### src/rtl/pc_fetch_unit.sv
// rtl/pc_fetch_unit.sv - instruction fetch PC sequencer; HLT detection guarded by HALT_DETECT_EN
module pc_fetch_unit (
    input  logic        clk,
    input  logic        rst,
    input  logic        stall,
    input  logic        branch_taken,
    input  logic [15:0] branch_target,
    input  logic [15:0] imem_rdata,
    input  logic        imem_ready,
    output logic [15:0] imem_addr,
    output logic        imem_req,
    output logic [15:0] inc_PC_out,
    output logic [15:0] instr_out,
    output logic        flush_out,
    output logic        halted
);

    typedef enum logic [1:0] {
        S_FETCH,
        S_WAIT,
        S_HALT
    } state_t;

    state_t      state_q, state_d;
    logic [15:0] pc_q, pc_d;
    logic        deliver;
    logic        is_hlt;

    always_comb begin
        deliver = !rst && (state_q != S_HALT) && imem_ready && !branch_taken;
`ifdef HALT_DETECT_EN
        is_hlt  = (imem_rdata[15:12] == 4'hF);
`else
        is_hlt  = 1'b0;
`endif
        state_d = state_q;
        pc_d    = pc_q;
        // A redirect wins over everything, including a pending fetch or HALT.
        if (branch_taken) begin
            pc_d    = {branch_target[15:1], 1'b0};
            state_d = S_FETCH;
        end else if (state_q != S_HALT && !stall) begin
            if (imem_ready) begin
                if (is_hlt) begin
                    state_d = S_HALT;
                end else begin
                    pc_d    = pc_q + 16'd2;
                    state_d = S_FETCH;
                end
            end else begin
                state_d = S_WAIT;
            end
        end
    end

    always_ff @(posedge clk or posedge rst) begin
        if (rst) begin
            state_q <= S_FETCH;
            pc_q    <= 16'h0000;
        end else begin
            state_q <= state_d;
            pc_q    <= pc_d;
        end
    end

    assign imem_addr  = pc_q;
    assign inc_PC_out = pc_q + 16'd2;
    assign imem_req   = (state_q != S_HALT);
    assign instr_out  = deliver ? imem_rdata : 16'h0000;
    assign flush_out  = branch_taken && !rst;

`ifdef HALT_DETECT_EN
    logic halted_q;

    always_ff @(posedge clk or posedge rst) begin
        if (rst) begin
            halted_q <= 1'b0;
        end else begin
            halted_q <= (state_d == S_HALT);
        end
    end

    assign halted = halted_q;
`else
    assign halted = 1'b0;
`endif

endmodule

### config.mk
export PLATFORM = sky130hd
export DESIGN_NAME = pc_fetch_unit
export DESIGN_NICKNAME = d
export VERILOG_FILES = /design/src/rtl/pc_fetch_unit.sv
export SDC_FILE = /design/constraint.sdc
export NUM_CORES = 1
export LEC_CHECK = 0
export BUFFER_PORTS_ARGS = -buffer_cell sky130_fd_sc_hd__buf_2
export CAP_MARGIN = 0
export CORE_ASPECT_RATIO = 0.6
export CORE_MARGIN = 2
export CORE_UTILIZATION = 44
export DETAILED_ROUTE_END_ITERATION = 7
export MAX_ROUTING_LAYER = met4
export PLACE_DENSITY = 0.87
export REMOVE_ABC_BUFFERS = 1
export SLEW_MARGIN = 10
export SYNTH_ARGS = -nofsm -noshare
export SYNTH_HDL_FRONTEND = slang
export SYNTH_SLANG_ARGS = --single-unit
export TNS_END_PERCENT = 1
### constraint.sdc
create_clock -name clk -period 4.15 [get_ports clk]
set_clock_uncertainty 0.05 [all_clocks]
set_input_delay 0.6225 -clock clk [delete_from_list [all_inputs] [get_ports clk]]
set_output_delay 0.6225 -clock clk [all_outputs]
set_load 0.01 [all_outputs]
== Word level (Yosys, flattened, before mapping) ==
Index checks and enable logic that the tools add are counted.

* Bits in registers: 18
* Output and inout port bits: 51
* Bits of input ports: 37
* Logic and storage cells: 22

* Reduce and logical (&&, ||, !) cells: 11
* Add/sub/neg operators: 1
* Equality and inequality tests: 1
* Multiplexer cells: 7

{| class="wikitable"
|+ Operators by type and width
! operator !! number
|-
| 16-bit two-way mux || 4
|-
| 16-bit by 2-bit adder with 16-bit output (second input constant) || 1
|-
| 1-bit logical AND || 5
|-
| 2-bit two-way mux || 2
|-
| 2-bit nonzero test || 2
|-
| 1-bit zero test || 3
|-
| 2-bit != test (second input constant) || 1
|-
| 2-bit AND reduction || 1
|-
| 1-bit two-way mux || 1
|}

== Depth between registers and ports, before layout ==
Gate-level depths: netlist of run 1.

* Depth after elaboration: 5
* Mapped depth: 5
* Gate-level depth less buffers: 5

== Least setup slack after synthesis of run 1 ==
Ideal clock, no wire load.

* Path type: input-to-output
* Start: input port rst
* End: output port instr_out[10]
* Stages: 4
* Setup slack: 1.825 ns
* Path buffers: 1
* Arrival: 1.652 ns
* Cell sequence: inv_1 -> and3_1 -> clkbuf_1 -> and2_1

* Word-level cells in the longest chain between the ends: 5

{| class="wikitable"
|+ RTL lines
! element !! line !! text
|-
| from (decl) || 4 || <nowiki>input logic rst,</nowiki>
|-
| 1-bit zero test || 30 || <nowiki>deliver = !rst && (state_q != S_HALT) && imem_ready && !branch_taken;</nowiki>
|-
| 1-bit logical AND (3 in series) || 30 ||
|-
| 16-bit two-way mux || 69 || <nowiki>assign instr_out = deliver ? imem_rdata : 16'h0000;</nowiki>
|-
| to (decl) || 13 || <nowiki>output logic [15:0] instr_out,</nowiki>
|}

No other way between the ends.

== Worst setup path in the final report of run 1 ==
* Start: input port rst
* End: output port instr_out[14]

Same word-level chain as after synthesis.

==> summary by stage, run 1 <==
Status
The run finished with clean final reports.

Clock tree
The clock reaches the later pin of the worst-skew pair after 0.25 ns. After clock tree synthesis, the setup repair step added 0 buffers. After clock tree synthesis, the flow added hold-fix buffers numbering 0. The CTS buffer count is 3. The total clock sinks is 15. TritonCTS built the clock tree. The largest buffer count on any clock path is 2. The number of levels the H-tree was split into is 1. Gates resized during post-CTS repair numbered 0.

The post-CTS clock slew at the launch and capture registers of the worst setup and hold paths is 0.06 ns. Clock tree synthesis selected as its root buffer the cell sky130_fd_sc_hd__clkbuf_8.

Hold path
In this run the worst hold path is classified as in2async.

Cells and area
Compared with the post-synthesis result, the final layout area differs by 33.9%. The share of the core filled with cells is 60.6%. The register with the most flip-flops in the layout has 15 of them.

At the end of the flow, the number of nets in the layout was 268. The fill cell total of the finished layout is 251. The share of final-layout standard cells stronger than drive strength 1 is 41.0%. The number of antenna diodes in the final layout is 0.

Synth
Sorting the synthesized cells by how often they occur yields sky130_fd_sc_hd__nand2_1 (20), sky130_fd_sc_hd__xnor2_1 (19), sky130_fd_sc_hd__and2_1 (16). The most common cell in the synthesized netlist is sky130_fd_sc_hd__nand2_1. The average instance in the mapped netlist occupies 8.17 um^2.

The share of synthesized area in the top cell type comes to 29.6%. The gate count of the mapped netlist is 155. In the synthesized netlist the async set-or-reset flop fraction comes to 100%. During synthesis, Yosys emitted a total of 0 warnings. The flip-flop cell with the highest count after synthesis is sky130_fd_sc_hd__dfrtp_1. In the post-synthesis netlist, the biggest area contributors are sky130_fd_sc_hd__dfrtp_1 (30%), sky130_fd_sc_hd__xnor2_1 (13%), sky130_fd_sc_hd__and2_1 (7.9%), sky130_fd_sc_hd__nand2_1 (5.9%), sky130_fd_sc_hd__xor2_1 (4.8%). The number of enable flip-flop cells after synthesis is 0. Synthesis instantiated 29 different standard cells from the library. For this run, the register share of the synthesized area comes to 29.6%. The most area-hungry cell type in the Yosys netlist is sky130_fd_sc_hd__dfrtp_1. The synthesis-stage register bit count is 15. The cell area that synthesis handed to floorplanning was 1270 um^2.

STA
The final count of hold timing violations came to 0. Setup violations remaining at the end of the flow were counted as 0. The number of pins exceeding their max-slew limit in the final report was 0.

The highest attainable clock frequency is 0.378 GHz. The worst relative slew slack is 59.6%. At the pin with the least slew margin, the transition time is 0.605 ns.

The final sum of negative setup slack is 0 ns. The share of the clock period used by the worst path after layout is 63.7%. Setup repair after global routing left no endpoint under its margin.

The worst path in the final design needs a cycle of 2.64 ns, including I/O delays and setup.

Flow run
Across the run, the number of max-cap violations was 0.

Setup path
On the critical path the largest part of the delay comes from simple AND/OR/NAND/NOR gates. The number of buffers and inverters on the critical path is 3. The required time reported for the critical path endpoint is 3.48 ns. The largest stage delay on the critical path is 0.49 ns.

The path type of the worst setup path is in2out. The critical-path cell with the highest stage delay is sky130_fd_sc_hd__and3_1. The library cell appearing most often on the critical path is sky130_fd_sc_hd__buf_2. The data arrival at the endpoint of the critical path is 1.97 ns. The nature of the critical path startpoint is an input pin. The type of element capturing the critical path is an output pin. The highest fanout seen on the critical path is 16.

The signal on the critical path passes through buf_2 > inv_1 > and3_1 > and2_1 > buf_2.

Floorplan
The area of the core is 2800 um^2. The die span in y is 45.6 um. 88 I/O pins were placed. The overall die width is 73.3 um. The die covers 3340 um^2. The floorplan has 15 rows. Once the floorplan was initialized, standard cells occupied 45.3% of the core.

Route
The first routing iteration left 44 violations. In the routed design, unresolved DRC markers number 0. The final layout contains routed wiring with a total length of 3210 um. In the final routed layout, each cell accounts on average for 12.2 um.

The first-pass iteration count of the detailed router is 4. Using the TritonRoute via totals, the vias-per-cell ratio works out to 4.81. In this run the remaining antenna-violating nets after routing total 0. The total number of vias is 1264.

Placement
The number of port buffers is 82. The placed wire-length estimate is 2550 um. Routability-driven placement finished with a final weighted congestion of 0.824.

Global routing
The overall routing resource usage is 19.4%. Entering global routing, the biggest net connects 28 pins. The via count of the first global-routing pass is 963. The first-pass GRT wire length is 4710 um.

Global routing finished with a remaining overflow of 0. The number of antenna violations at the first check in global routing came to 0.

Power
The leakage power of the design is 0.857 nW. The worst-case IR drop observed on VDD is 0.000190 V. The power per standard cell area is 266 nW/um^2.
[report_power, final]
group	switching [W]	leakage, nW	internal (W)
logic	0.0000719	0.654	0.0000654
clock network	0.0000540	0.0228	0.0000681
registers	0.0000305	0.181	0.000160
total	0.000156	0.857	0.000294
[cells by family after synthesis]
| kind of cell | synth area share, % |
|---|---|
| fa+ha+maj | 0.988 |
| buf+inv | 7.81 |
| compound gates | 6.42 |
| xor+xnor | 18.0 |
| flops | 29.6 |
| other cells | 0.593 |
| simple gates | 34.9 |
| mux | 1.68 |
[cell type report]
class	count	area [um^2]	area share [%]
multi-input cells	122	800	47.2
clock buffers	4	45.0	2.66
flip-flops and latches	15	375	22.1
well taps	34	42.5	2.51
repair buffers	82	410	24.2
inverters	6	22.5	1.33
[layer usage]
metal / share of wire, % / routed length [um] / vias to the layer above / GRT usage, %
li1: - / - / 651 / -
met1: 50 / 1610 / 572 / 29.1
met2: 43 / 1380 / 39 / 25.9
met3: 6.1 / 194 / 2 / 5.09
met4: 0.37 / 12 / 0 / 3.33
met5: 0 / 0 / - / -
[final timing paths]
check | from | end | slack (ns) | cells past startpoint
max | rst | instr_out[14] | 1.51 | 5
min | rst | imem_addr[14] | 0.39 | 2
max reg2reg | imem_addr[2] | imem_addr[13] | 2.44 | 5
min reg2reg | imem_addr[15] | imem_addr[15] | 0.60 | 3
max in group asynchronous | rst | imem_addr[2] | 3.26 | 2
min in group clk | branch_target[6] | imem_addr[6] | 0.52 | 3
[through the flow]
stage | cell area (um^2) | power, W | std cells | setup slack (ns) | hold slack [ns]
after global routing | 1700 | 0.000475 | 263 | 1.29 | 0.447
final | 1700 | 0.000450 | 263 | 1.51 | 0.388
after floorplan | 1200 | 0.000264 | 143 | 1.93 | 0.479
after CTS | 1700 | 0.000451 | 263 | 1.45 | 0.413
after detailed placement | 1650 | 0.000331 | 259 | 1.45 | 0.590
after global placement | 1650 | 0.000327 | 259 | 1.51 | 0.579
[layout by cell type (no fill, tap or decap), types with 6 or more instances in the layout]
| master | Yosys | layout |
|---|---|---|
| sky130_fd_sc_hd__nand2_1 | 20 | 20 |
| sky130_fd_sc_hd__xnor2_1 | 19 | 19 |
| sky130_fd_sc_hd__nor2_1 | 11 | 11 |
| sky130_fd_sc_hd__nor3_1 | 8 | 8 |
| sky130_fd_sc_hd__xor2_1 | 7 | 7 |
| sky130_fd_sc_hd__o21ai_0 | 8 | 8 |
| sky130_fd_sc_hd__inv_1 | 6 | 6 |
| sky130_fd_sc_hd__dfrtp_1 | 15 | 15 |
| sky130_fd_sc_hd__and2_1 | 16 | 16 |
| sky130_fd_sc_hd__buf_2 | 4 | 82 |
Note: power is estimated with default switching activity, not from simulation.
==> run 2: changes to the inputs <==
- ABC_AREA: not set -> 1
- CORE_UTILIZATION: 44 -> 38
- PLACE_DENSITY: 0.87 -> 0.79
- clock period: 4.15 -> 2.4 ns (I/O delays scaled with it)
==> run 2 against run 1 <==
Compared with the run above:
- design area rose by 6.7%
- non-clock buffer count is 2 higher
- critical path depth rose by 1
- first-iteration DRC count increased by 23%
- global-route usage is 0.24 points higher
- die area rose by 20%
==> summary by stage, run 2 <==
Status
The flow ran to the end, and the final reports show no timing, DRC or antenna violations.

Setup path
The critical path ends at inc_PC_out[15]. STA classifies the critical path startpoint as a register. Measured in cells, the most critical reg-to-reg path has a length of 7. Data on the critical path is required at its endpoint by 1.99 ns.

In this run the worst path has a maximum fanout of 5. The launch instance of the worst register-to-register path is imem_addr[2]. The end of the worst register-to-register path is imem_addr[9]. The path type of the worst setup path is reg2out. The largest individual stage delay along the critical path comes from the cell sky130_fd_sc_hd__dfrtp_1. The number of stages on the worst setup path is 6.

The reg-to-reg setup timing slack is 0.94 ns. The critical path startpoint is imem_addr[2]. The largest single stage delay on the critical path is 0.42 ns. The cell family contributing the most delay on the critical path is simple AND/OR/NAND/NOR gates. Data on the critical path arrives at its endpoint at 1.70 ns. Traced cell by cell, the critical path runs through ha_1 > nand3_2 > nor2_4 > nand4_1 > and2_1 > buf_2. Counting both buffers and inverters, the worst setup path holds a total of 1. The type of element capturing the critical path is an output pin.

Cells and area
The multi-input combinational cells in the finished layout cover a total of 746 um^2. Counting the fill cells in the layout gives 348. The commonest non-fill, non-tap cell in the layout is sky130_fd_sc_hd__buf_2. The register with the most flip-flops in the layout has 15 of them. In the final design database the tool counted 329 nets. The number of inserted diodes is 0. The share of the core filled with cells is 54.8%.

The register area is 375 um^2. The top cell types in the final layout, fill and taps aside, are sky130_fd_sc_hd__buf_2 (82), sky130_fd_sc_hd__nand2_1 (63), sky130_fd_sc_hd__inv_1 (42). The area growth from synthesis to final layout is 35.5%. The share of final-layout standard cells stronger than drive strength 1 is 36.2%.

Synth
The cell area that synthesis handed to floorplanning was 1340 um^2. The flip-flop cell with the highest count after synthesis is sky130_fd_sc_hd__dfrtp_1. The number of enable flip-flop cells after synthesis is 0.

The synthesis-stage register bit count is 15. The number of distinct standard cells referenced by the synthesized netlist is 24. After synthesis, the most frequently instantiated cells are sky130_fd_sc_hd__nand2_1 (63), sky130_fd_sc_hd__inv_1 (42), sky130_fd_sc_hd__nor2_1 (23). Counting flops with an async set or reset pin after synthesis yields a share of 100%. Averaged over all synthesized cells, the footprint is 6.39 um^2. The area share of the largest cell type after synthesis is 28.1%.

Sorting the synthesized cells by area gives the leading types as sky130_fd_sc_hd__dfrtp_1 (28%), sky130_fd_sc_hd__nand2_1 (18%), sky130_fd_sc_hd__inv_1 (12%), sky130_fd_sc_hd__nor2_1 (6.5%), sky130_fd_sc_hd__nor2_4 (5.1%). The Yosys step of the flow raised 0 warnings. In the synthesized netlist, the number of instances is 209. In the post-synthesis netlist, the cell with the most instances is sky130_fd_sc_hd__nand2_1.

The synthesized design spends more area on one cell type than any other, namely sky130_fd_sc_hd__dfrtp_1. After synthesis, flip-flops and latches occupy 28.1% of the total area.

STA
The final count of hold timing violations is 0. Setup repair after global routing left no endpoint under its margin. For the final routed database, the setup TNS stands at 0 ns. Timing would allow up to 0.475 GHz.

The number of endpoints failing setup at the final stage is 0. The number of pins exceeding their max-slew limit in the final report was 0. The transition at the pin with the smallest max-transition slack is 0.972 ns. The share of the clock period used by the worst path after layout is 87.7%. The final critical path time including I/O delays and setup is 2.11 ns. Headroom to the max-slew limit came out at 35.0%.

Route
The total number of vias is 1459. The final layout contains routed wiring with a total length of 3670 um. The average wire per standard cell is 10.9 um. The post-detailed-route DRC marker count is 0. After detailed routing, the number of vias per cell comes to 4.36.

In this run the remaining antenna-violating nets after routing total 0. The first-pass iteration count of the detailed router is 4. The detailed router finished its first iteration with 54 violations.

Global routing
The total overflow left after global routing is 0. The via count of the first global-routing pass came to 1286. The number of antenna violations at the first check in global routing is 0.

The first-pass GRT wire length is 5900 um. Entering global routing, the biggest net connects 18 pins. Across every metal layer, demand over resource in global routing totals 19.6%.

Floorplan
88 I/O pins were placed. The area enclosed by the die boundary is 4020 um^2. For this configuration, the core starts out at a cell density of 40.4%. The die span in y is 49.9 um. The overall die width is 80.5 um. After floorplanning, the core was divided into 16 placement rows.

In this run the standard cell core region covers 3300 um^2.

Clock tree
The clock latency at the later pin of the worst-skew pair is 0.25 ns. In this run the number of H-tree levels came out at 1. The total clock sinks is 15. After clock tree synthesis, the setup repair step added 0 buffers. The CTS tree is yes.

After clock tree synthesis, the clock-pin slew on the worst setup and hold paths is 0.06 ns. For this design, the CTS-stage hold fixing added 0 buffers. The library cell used as clock root buffer is sky130_fd_sc_hd__clkbuf_8. The CTS buffer count is 3. Gates resized during post-CTS repair numbered 0. The clock passes through at most 2 buffers.

Placement
The number of port buffers is 82. Routability-driven placement finished with a final weighted congestion of 0.773. Summed over all nets, the half-perimeter wirelength after detailed placement is 2980 um.

Hold path
The type of the most critical hold path is in2async.

Power
For this design the ratio of total power to cell area is 468 nW/um^2. VDD sags by at most 0.000269 V. For this design the static power due to leakage is 1.12 nW.

Flow run
Across the run, the number of max-cap violations was 0.
[run 2: report_power, final]
| group | switching, W | leakage, nW | internal, W |
|---|---|---|---|
| combinational | 0.000182 | 0.918 | 0.000125 |
| clock | 0.0000970 | 0.0228 | 0.000118 |
| sequential | 0.0000439 | 0.182 | 0.000281 |
| total | 0.000323 | 1.12 | 0.000525 |
[run 2: metrics by stage]
| step | total power [W] | worst slack, ns | cell area [um^2] | cells | hold slack, ns |
|---|---|---|---|---|---|
| final | 0.000848 | 0.294 | 1810 | 335 | 0.0908 |
| after floorplan | 0.000500 | 0.581 | 1280 | 202 | 0.220 |
| after detailed placement | 0.000638 | 0.516 | 1760 | 331 | 0.367 |
| after CTS | 0.000852 | 0.277 | 1810 | 335 | 0.0961 |
| after global placement | 0.000631 | 0.554 | 1760 | 331 | 0.361 |
| after global routing | 0.000902 | 0.173 | 1810 | 335 | 0.125 |
[run 2: worst min-delay path by stage]
stage / from / to / slack, ns / cells past startpoint
3_3_place_gp: rst / imem_addr[1] / 0.36 / 3
3_5_place_dp: rst / imem_addr[1] / 0.37 / 3
5_1_grt: rst / imem_addr[4] / 0.13 / 3
2_1_floorplan: rst / imem_addr[10] / 0.22 / 1
4_1_cts: rst / imem_addr[1] / 0.1 / 3
6_report: rst / imem_addr[1] / 0.09 / 3
[run 2: cell families after synthesis]
kind of cell             Yosys count  synth area share [%]
AND/OR/NAND/NOR                  122                  43.0
buffers and inverters             52                  16.6
flip-flops                        15                  28.1
AO/OA/AOI/OAI                     10                  4.50
XOR/XNOR                           7                  6.28
other                              2                 0.563
adder cells (fa/ha/maj)            1                 0.937
[run 2: cell type report]
cell class / instances / share of cell area, %
multi-input cells: 144 / 41.2
repair buffers: 84 / 23.5
flip-flops and latches: 15 / 20.7
inverters: 43 / 8.92
well taps: 45 / 3.11
clock buffers: 4 / 2.49
[run 2: tightest hold or removal path, delay by kind of cell]
| kind | cells | cell delay, ns |
|---|---|---|
| buffers and inverters | 3 | 0.39 |
[run 2: routing by layer]
layer  share of wire (%)  vias up  global-route usage (%)
li1                    -      769                       -
met1                  49      637                    27.6
met2                  43       49                    28.9
met3                 7.6        4                    5.49
met4                0.57        0                    2.54
met5                   0        -                       -
==> run 3: changes to the inputs <==
--- a/config.mk
+++ b/config.mk
@@ -9,3 +9,2 @@
 export BUFFER_PORTS_ARGS = -buffer_cell sky130_fd_sc_hd__buf_2
-export CAP_MARGIN = 0
 export CORE_ASPECT_RATIO = 0.6
@@ -16,3 +15,2 @@
 export PLACE_DENSITY = 0.79
-export REMOVE_ABC_BUFFERS = 1
 export SLEW_MARGIN = 10
==> constraint.sdc (replaced) <==
create_clock -name clk -period 2.4 [get_ports clk]
set_clock_uncertainty 0.05 [all_clocks]
set_input_delay 0.48 -clock clk [delete_from_list [all_inputs] [get_ports clk]]
set_output_delay 0.48 -clock clk [all_outputs]
set_load 0.01 [all_outputs]
==> run 3 against run 2 <==
Compared with the run above:
- clock power decreased by 4%
- largest power group unchanged
- sequential power about the same
- critical path type unchanged
- maximum frequency decreased by 4.0%
- critical endpoint unchanged
- worst hold slack improved by 0.12 ns
==> summary by stage, run 3 (same netlist as run 2, synthesis figures left out) <==
Setup path
The required time reported for the critical path endpoint is 1.87 ns. The signal on the critical path passes through ha_1 > nand3_2 > nor2_4 > nand4_1 > and2_1 > buf_2. The total buffers and inverters traversed by the critical path is 1.

STA classifies the critical path startpoint as a register. The path type of the worst setup path is reg2out. The data arrival at the endpoint of the critical path is 1.66 ns. For this design, the slowest cell found on the critical path is sky130_fd_sc_hd__dfrtp_1. In this run the worst path has a maximum fanout of 5. The cell family contributing the most delay on the critical path is simple AND/OR/NAND/NOR gates. The largest stage delay on the critical path is 0.42 ns.

The type of element capturing the critical path is an output pin.

Power
The leakage power of the design is 1.13 nW. The power per standard cell area is 463 nW/um^2. The worst ir drop on vdd is 0.000195 V.

Global routing
The number of antenna violations at the first check in global routing is 0. The sum of overflow across all layers after global routing is 0. For this run, the total global-route usage over all layers was measured as 20.8%. The via count of the first global-routing pass is 1380.

The pin count of the biggest net entering global routing is 17. The first global-routing pass estimated 6250 um of wire.

STA
In this run the tightest slew margin relative to its limit is 28.4%. The final count of hold timing violations was 0. Setup violations remaining at the end of the flow were counted as 0. The final sum of negative setup slack is 0 ns. The final critical path time including I/O delays and setup is 2.19 ns. The worst path uses 91.4% of the clock period. Setup repair after global routing left no endpoint under its margin.

The transition at the pin with the smallest max-transition slack is 1.07 ns. Timing would allow up to 0.456 GHz. The number of pins exceeding their max-slew limit in the final report is 0.

Clock tree
The largest buffer count on any clock path is 2. The total clock sinks is 15. The number of post-CTS setup repair buffers is 0. For the worst-skew pair, the clock arrives at the later sink with an insertion delay of 0.25 ns. The post-cts sizing count is 0. TritonCTS built the clock tree.

After clock tree synthesis, the clock-pin slew on the worst setup and hold paths is 0.06 ns. The hold buffer count at CTS is 0. The number of levels the H-tree was split into is 1. The library cell used as clock root buffer is sky130_fd_sc_hd__clkbuf_8.

The CTS buffer count is 3.

Route
Once detail routing completed, the nets flagged for antenna violations numbered 0. The violation count after the first detailed-routing iteration is 76. After detailed routing, the average wire length per cell comes to 11.3 um. For this run, design rule violations remaining after detail routing come to 0. The first-pass iteration count of the detailed router is 4.

The aggregate routed wire length is 3800 um. The average vias per placed instance is 4.45. The total number of vias is 1494.

Floorplan
The I/O pin count is 88. Measured along the y axis, the die boundary spans 49.9 um. The floorplan step defined a core boundary enclosing 3300 um^2. The area enclosed by the die boundary is 4020 um^2. The site row count is 16. Once the floorplan was initialized, standard cells occupied 40.4% of the core. The overall die width is 80.5 um.

Placement
At the end of routability-driven placement, the weighted congestion stood at 0.820. Detailed placement finished with a half-perimeter wire length of 3150 um. Buffers placed on the I/O ports in this run total 82. The placed instances occupy a cell area of 1770 um^2.

Cells and area
In the layout the commonest cells are sky130_fd_sc_hd__buf_2 (82), sky130_fd_sc_hd__nand2_1 (63), sky130_fd_sc_hd__inv_1 (42). The number of inserted diodes is 0. The commonest non-fill, non-tap cell in the layout is sky130_fd_sc_hd__buf_2. The post-route cell area is 1820 um^2.

The final layout contains 330 nets. The register with the most flip-flops in the layout has 15 of them. The fill cell total of the finished layout is 350. The share of final-layout standard cells stronger than drive strength 1 is 36.4%. The area growth from synthesis to final layout is 36.1%.

Hold path
The type of the most critical hold path is in2async.

Status
The run finished with clean final reports.

Flow run
The max-cap violation count is 0.
==> run 3: changes by cell type in the layout (fill, tap and decap cells not counted), sizes merged <==
cell,previous run,this run
buf,84,85
==> run 3: final timing paths <==
check                      depth (start not counted)        startpoint        endpoint  slack, ns
max in group asynchronous                          3               rst    imem_addr[7]       1.91
setup reg to reg                                   7      imem_addr[2]   imem_addr[15]       0.94
min in group clk                                   3  branch_target[4]    imem_addr[4]       0.39
hold / removal                                     3               rst    imem_addr[2]       0.21
hold reg to reg                                    2      imem_addr[2]    imem_addr[2]       0.59
setup / recovery                                   6      imem_addr[2]  inc_PC_out[15]       0.21
==> run 3: through the flow <==
| step | hold WS [ns] | setup WS, ns | power, W | instances | util, % |
|---|---|---|---|---|---|
| 6_report | 0.214 | 0.206 | 0.000842 | 336 | 55.0 |
| 5_1_grt | 0.244 | 0.0608 | 0.000907 | 336 | 55.0 |
| 4_1_cts | 0.215 | 0.199 | 0.000850 | 336 | 55.0 |
| 3_5_place_dp | 0.485 | 0.376 | 0.000640 | 332 | 53.6 |
| 3_3_place_gp | 0.479 | 0.399 | 0.000630 | 332 | 53.6 |
| 2_1_floorplan | 0.340 | 0.390 | 0.000512 | 211 | - |
==> run 3: power by group <==
group          total [W]  leakage (nW)  internal (W)  switching [W]
Sequential      0.000327         0.182      0.000281      0.0000452
Combinational   0.000308         0.923      0.000126       0.000182
Clock           0.000207        0.0228      0.000118      0.0000897
==> run 3: layer usage <==
layer  vias to the layer above  wire [um]  track usage (%)
li1                        778          -                -
met1                       659       1690             27.0
met2                        53       1760             32.4
met3                         4        324             6.41
met4                         0         21             3.67
met5                         -          0                -
==> run 3: layout make-up <==
type	count	area [um^2]	area share (%)
Clock buffer	4	45.0	2.48
Multi-Input combinational cell	144	746	41.0
Sequential cell	15	375	20.7
Timing Repair Buffer	85	433	23.8
Tap cell	45	56.3	3.10
Inverter	43	161	8.88
==> run 3: worst reg2reg max path, cell delays in order, from the launching register on <==
cell and delay [ns]:
sky130_fd_sc_hd__dfrtp_1 0.42, sky130_fd_sc_hd__ha_1 0.25, sky130_fd_sc_hd__nand3_2 0.13, sky130_fd_sc_hd__nor2_4 0.15, sky130_fd_sc_hd__nand3_1 0.08, sky130_fd_sc_hd__nand2_1 0.10
sky130_fd_sc_hd__nand3_1 0.08, sky130_fd_sc_hd__nand2_1 0.13
